===== src/rtl/shift_seq_ctrl_if.sv =====
// Handshake and serial-side signal bundle for shift_seq_ctrl.
// master drives words and back-pressure; slave is the sequencer.
interface shift_seq_ctrl_if #(
    parameter int WIDTH = 8
) ();
    logic             in_valid;
    logic [WIDTH-1:0] in_data;
    logic             in_ready;
    logic             stall;
    logic             ser_out;
    logic             ser_valid;
    logic             done;
    logic             busy;
    logic [7:0]       frame_cnt;

    modport master (
        output in_valid, in_data, stall,
        input  in_ready, ser_out, ser_valid, done, busy, frame_cnt
    );

    modport slave (
        input  in_valid, in_data, stall,
        output in_ready, ser_out, ser_valid, done, busy, frame_cnt
    );
endinterface


===== src/rtl/shift_seq_ctrl.sv =====
// Parallel-to-serial sequencer: loads a word, shifts it out MSB-first,
// honours stall, inserts an idle gap, and counts completed frames.
module shift_seq_ctrl #(
    parameter int WIDTH = 8,
    parameter int GAP   = 1
) (
    input logic             clk,
    input logic             rst,
    shift_seq_ctrl_if.slave s
);
    localparam int CW = $clog2(WIDTH);
    localparam int GW = ($clog2(GAP + 1) < 1) ? 1 : $clog2(GAP + 1);
    localparam logic [CW-1:0] LAST_BIT = CW'(WIDTH - 1);
    localparam logic [GW-1:0] GAP_INIT = GW'((GAP > 0) ? GAP - 1 : 0);

    typedef enum logic [1:0] {
        S_IDLE,
        S_SHIFT,
        S_GAP
    } state_t;

    state_t           state, state_n;
    logic [WIDTH-1:0] shreg, shreg_n;
    logic [CW-1:0]    bit_cnt, bit_cnt_n;
    logic [GW-1:0]    gap_cnt, gap_cnt_n;
    logic [7:0]       frame_cnt, frame_cnt_n;
    logic             last;

    always_ff @(posedge clk) begin
        if (rst) begin
            state     <= S_IDLE;
            shreg     <= '0;
            bit_cnt   <= '0;
            gap_cnt   <= '0;
            frame_cnt <= '0;
        end else begin
            state     <= state_n;
            shreg     <= shreg_n;
            bit_cnt   <= bit_cnt_n;
            gap_cnt   <= gap_cnt_n;
            frame_cnt <= frame_cnt_n;
        end
    end

    // last is the consumption of the final bit; it drives done directly
    always_comb begin
        state_n     = state;
        shreg_n     = shreg;
        bit_cnt_n   = bit_cnt;
        gap_cnt_n   = gap_cnt;
        frame_cnt_n = frame_cnt;
        last        = 1'b0;
        unique case (state)
            S_IDLE: begin
                if (s.in_valid) begin
                    shreg_n   = s.in_data;
                    bit_cnt_n = LAST_BIT;
                    state_n   = S_SHIFT;
                end
            end
            S_SHIFT: begin
                if (!s.stall) begin
                    if (bit_cnt != '0) begin
                        shreg_n   = {shreg[WIDTH-2:0], 1'b0};
                        bit_cnt_n = bit_cnt - CW'(1);
                    end else begin
                        last        = 1'b1;
                        frame_cnt_n = frame_cnt + 8'd1;
                        gap_cnt_n   = GAP_INIT;
                        state_n     = (GAP > 0) ? S_GAP : S_IDLE;
                    end
                end
            end
            S_GAP: begin
                if (gap_cnt == '0) begin
                    state_n = S_IDLE;
                end else begin
                    gap_cnt_n = gap_cnt - GW'(1);
                end
            end
            default: state_n = S_IDLE;
        endcase
    end

    assign s.in_ready  = (state == S_IDLE) && !rst;
    assign s.ser_valid = (state == S_SHIFT) && !rst;
    assign s.busy      = (state != S_IDLE) && !rst;
    assign s.ser_out   = s.ser_valid && shreg[WIDTH-1];
    assign s.done      = last && !rst;
    assign s.frame_cnt = frame_cnt;
endmodule


===== src/flat_wrapper.sv =====
// flat-port wrapper written by rule: the top's interface ports become plain ports
module shift_seq_ctrl_flat 
#(
    parameter int WIDTH = 8,
    parameter int GAP   = 1
)
  (clk, rst, s_in_valid, s_in_data, s_stall, s_in_ready, s_ser_out, s_ser_valid, s_done, s_busy, s_frame_cnt);
  shift_seq_ctrl_if #(.WIDTH(WIDTH)) s_i ();
  input logic clk;
  input logic rst;
  input wire logic [$bits(s_i.in_valid)-1:0] s_in_valid;
  input wire logic [$bits(s_i.in_data)-1:0] s_in_data;
  input wire logic [$bits(s_i.stall)-1:0] s_stall;
  output wire logic [$bits(s_i.in_ready)-1:0] s_in_ready;
  output wire logic [$bits(s_i.ser_out)-1:0] s_ser_out;
  output wire logic [$bits(s_i.ser_valid)-1:0] s_ser_valid;
  output wire logic [$bits(s_i.done)-1:0] s_done;
  output wire logic [$bits(s_i.busy)-1:0] s_busy;
  output wire logic [$bits(s_i.frame_cnt)-1:0] s_frame_cnt;
  assign s_i.in_valid = s_in_valid;
  assign s_i.in_data = s_in_data;
  assign s_i.stall = s_stall;
  assign s_in_ready = s_i.in_ready;
  assign s_ser_out = s_i.ser_out;
  assign s_ser_valid = s_i.ser_valid;
  assign s_done = s_i.done;
  assign s_busy = s_i.busy;
  assign s_frame_cnt = s_i.frame_cnt;
  shift_seq_ctrl #(.WIDTH(WIDTH), .GAP(GAP)) u_core (.clk(clk), .rst(rst), .s(s_i));
endmodule

===== config.mk =====
export PLATFORM = sky130hd
export DESIGN_NAME = shift_seq_ctrl_flat
export DESIGN_NICKNAME = d
export VERILOG_FILES = /design/src/rtl/shift_seq_ctrl_if.sv /design/src/rtl/shift_seq_ctrl.sv /design/src/flat_wrapper.sv
export SDC_FILE = /design/constraint.sdc
export NUM_CORES = 1
export LEC_CHECK = 0
export CORE_UTILIZATION = 49
export DETAILED_ROUTE_END_ITERATION = 7
export GPL_ROUTABILITY_DRIVEN = 1
export PLACE_DENSITY = 0.86
export SYNTH_ARGS = -nofsm -noshare
export SYNTH_HDL_FRONTEND = slang
export SYNTH_SLANG_ARGS = --single-unit

===== constraint.sdc =====
create_clock -name clk -period 1.8 [get_ports clk]
set_clock_uncertainty 0.15 [all_clocks]
set_input_delay 0.27 -clock clk [delete_from_list [all_inputs] [get_ports clk]]
set_output_delay 0.27 -clock clk [all_outputs]
set_load 0.03 [all_outputs]

Word-level counts from Yosys, hierarchy flattened
Cells that the tools add are included.
- flip-flop bits (word level): 22
- output and inout port bits: 13
- logic and storage cells: 52
- add/sub/neg operators: 3
- equality and inequality tests: 7
- multiplexer cells: 20
- bitwise logic cells: 2
- reductions and logical operators: 15
- operators by type and width (operator ; count):
    $mux 8 ; 3
    $pmux 8 s2 ; 1
    $mux 3 ; 3
    $add 8x1->8 const B ; 1
    $mux 2 ; 4
    $ne 2x2->1 const B ; 4
    $reduce_and 4->1 ; 2
    $mux 1 ; 6
    $pmux 2 s3 ; 1
    $pmux 3 s2 ; 1
    $reduce_and 3->1 ; 2
    $reduce_bool 2->1 ; 3
    $logic_and 1x1->1 ; 5
    $reduce_bool 3->1 ; 1
    $sub 3x1->3 const B ; 1
    $eq 2x1->1 const B ; 1
    $eq 2x2->1 const B ; 1
    $logic_not 2->1 ; 1
    $ne 2x1->1 const B ; 1
    $not 1->1 ; 2
    $pmux 1 s2 ; 1
    $logic_not 1->1 ; 1
    $sub 1x1->1 const B ; 1

Depth between registers and ports, before layout
- word-level depth: 5
- depth in mapped cells: 7
- mapped depth without buffers: 6

Worst setup path after synthesis
OpenSTA, ideal clock, no wires.
- path kind: reg-to-output
- from: register u_core.state[0]
- to: output port s_done
- arrival: 1775 ps
- setup slack: -395 ps
- cell stages (with the launch flop): 4
- path buffers: 1
- cell sequence: dfxtp_1 > clkbuf_8 > nor3b_1 > and3_1
- word-level cells in the longest chain between the ends: 3
- RTL lines (element ; RTL line ; RTL):
    start, declared ; shift_seq_ctrl.sv:22 ; state_t state, state_n;
    start signal, assigned ; shift_seq_ctrl.sv:37 ; state <= state_n;
    $eq 2x1->1 ; shift_seq_ctrl.sv:53 ; unique case (state)
    $mux 1 ; shift_seq_ctrl.sv:53 ;
    $logic_and 1x1->1 ; shift_seq_ctrl.sv:89 ; assign s.done = last && !rst;
    end, declared ; flat_wrapper.sv:17 ; output wire logic [$bits(s_i.done)-1:0] s_done;
No other way between the ends.

Final worst setup path
- from: register u_core.bit_cnt[0]
- to: output port s_done
- word-level cells in the longest chain between the ends: 5
- RTL lines (element ; RTL line ; RTL):
    start, declared ; shift_seq_ctrl.sv:24 ; logic [CW-1:0] bit_cnt, bit_cnt_n;
    start signal, assigned ; shift_seq_ctrl.sv:39 ; bit_cnt <= bit_cnt_n;
    $reduce_bool 3->1 ; shift_seq_ctrl.sv:63 ; if (bit_cnt != '0) begin
    $mux 1 ; shift_seq_ctrl.sv:63 ;
    $mux 1 ; shift_seq_ctrl.sv:62 ; if (!s.stall) begin
    $mux 1 ; shift_seq_ctrl.sv:53 ;
    $logic_and 1x1->1 ; shift_seq_ctrl.sv:89 ;
No other way between the ends.

==> results.ini <==
[timing]
finalMaxSlewViolations=0
setup_ws_ns=0.00854
period_needed_ns=1.79
setup-violations-final=0
slew_headroom_pct=73.3
fin_crit_sh_pct=99.5
holdWs_ns=0.357
max_freq_mhz=558
worst_pin_slew_ns=0.391
rsz0062_at_grt=true
hold_viol=0

[pwr]
power_density_nw_per_um2=724
peakVddDrop_mv=0.437
p_leak_uw=0.000640
total_power_uw=1040

[yosys]
post-synth-top-count-cell=dfxtp_1
synth_edf_count=0
ys_types=34
synth.avg_cell_area_sq_um=9.63
syn_inst=116
synth_fp_nets=131
async_reset_ff_share_pct=0
yosys-top-cells-area=dfxtp_1, mux2i_1, a311oi_1
syn_area_sq_um=1120
yosysTopAreaCell=dfxtp_1
synth-seq-cells=21
yosys_warnings=0
ys_seq_area_share_pct=37.6
yosysTopAreaCellShare_pct=37.6
ys.flop_type=dfxtp_1
synth_common_cells=dfxtp_1, nor2_1, a21oi_1

[routing]
post_drt_wl_per_cell_microns=14.1
vias=988
drtIter0Drc=13
drt-total-wl_mm=2.43
drc=0
via_per_inst=5.74
dr.pass1.iters=4
ant_nets=0

[setup_path]
startpoint_type=flop
critical_path_class=reg -> out
critPathCaptureType=primary output
cp_max_fo=4
crit_required_ns=1.38
critPathArrivalTime_ns=1.37

[die]
io_pins=25
dieWidth_microns=49.8
dieHeight_microns=49.8
die-area_sq_um=2480
start_util_pct=54.7
rows=16
core_area_sq_um=2040

[cts]
clk_pin_slew_worst_paths_ns=0.12
cts_hold_buf=0
cts_tree=done
clk_latency_ns=0.31
htree_levels=1
root_buffer=clkbuf_4
cts_setup_buffers=0
clock_sinks=21
cts_buffer_depth=2
numCtsBuffers=3

[global_routing]
antenna_found_initial=0
grt_pass1_vias=965
grt_max_degree=20
overflow=0
grtUsageTotal_pct=22.3
grt_pass1_wl_mm=4.22

[layout]
antenna_cells=0
drive_above_1_share_pct=24.1
area_delta_synth_final_pct=28.6
fin_util_pct=70.3
finalNetCount=161
fillers=167

[placed_design]
hpwl_mm=1.70
port_buffers=24
gp_congestion=0.849
pre_cts_ws_ns=-0.0422

[outcome]
status=completed

[run]
drv_cap=0

[worst_hold_path]
hp-class=reg -> reg

## worst paths after layout
| check | from | to | slack, ns | cells past startpoint |
|---|---|---|---|---|
| hold / removal | u_core.shreg[0] | u_core.shreg[0] | 0.36 | 2 |
| setup / recovery | u_core.bit_cnt[0] | s_done | 0.009 | 5 |
| hold reg to reg | u_core.shreg[0] | u_core.shreg[0] | 0.36 | 2 |
| setup reg to reg | u_core.bit_cnt[0] | u_core.bit_cnt[1] | 0.24 | 6 |
## metal layers
metal  up-vias  share of wire (%)  GRT usage (%)
met2        20                 52           39.0
met1       481                 44           26.5
met3         5                3.0           3.70
met5         -                  0              0
met4         0                1.3           9.52
li1        482                  -              -
## kinds of logic (layout without fill, tap and decap cells)
| logic type | Yosys count | count (layout) | share of synthesized area (%) |
|---|---|---|---|
| buf+inv | 11 | 40 | 8.62 |
| xor+xnor | 7 | 7 | 5.49 |
| simple gates | 40 | 40 | 20.5 |
| fa+ha+maj | 3 | 3 | 3.36 |
| flops | 21 | 21 | 37.6 |
| mux | 7 | 7 | 6.27 |
| compound gates | 27 | 27 | 18.1 |
## area by class of cell
cell class | instances | area (sq um) | area share (%)
Sequential cell | 21 | 425 | 29.6
Tap cell | 27 | 33.8 | 2.35
Inverter | 4 | 17.5 | 1.22
Timing Repair Buffer | 32 | 297 | 20.6
Clock buffer | 4 | 26.3 | 1.83
Multi-Input combinational cell | 84 | 637 | 44.3
## metrics by stage
stage | setup TNS [ns] | instances | area [sq um]
2_1_floorplan | 0 | 116 | 1130
3_3_place_gp | 0 | 168 | 1370
3_5_place_dp | -0.0827 | 168 | 1370
4_1_cts | 0 | 172 | 1420
5_1_grt | -0.0526 | 172 | 1440
6_report | 0 | 172 | 1440
## critical path: stages, from the launching register on
cell and delay (ns):
dfxtp_2 0.36, inv_4 0.08, ha_4 0.16, nor2b_4 0.16, and3_4 0.19, buf_6 0.12
## registers in the layout (all words and copies together) (netlist names)
name,cells
u_core.s.frame_cnt,8
u_core.shreg,8
u_core.state,2
u_core.bit_cnt,3
## where the power goes
part / internal [uW] / total (uW) / switching (uW)
logic: 135 / 273 / 137
registers: 500 / 530 / 30.3
clock network: 86.5 / 237 / 151
total: 722 / 1040 / 318
## repair_timing
item / in CTS / in global routing
hold endpoints to repair: 0 / 0
pin swaps: 0 / 0
endpoints found under the setup margin: 5 / 6
resized for setup: 14 / 7
## placed cells by master, fill, tap and decap left out, drive strengths merged, types with 4 or more instances in the layout
cell type / n
a21oi: 10
a311oi: 8
buf: 13
clkbuf: 4
clkdlybuf4s50: 11
dfxtp: 21
dlygate4sd2: 4
dlymetal6s2s: 4
mux2i: 7
nand2: 4
nand3: 5
nand4: 5
nor2: 13
xor2: 7
(Power assumes the default switching activity.)
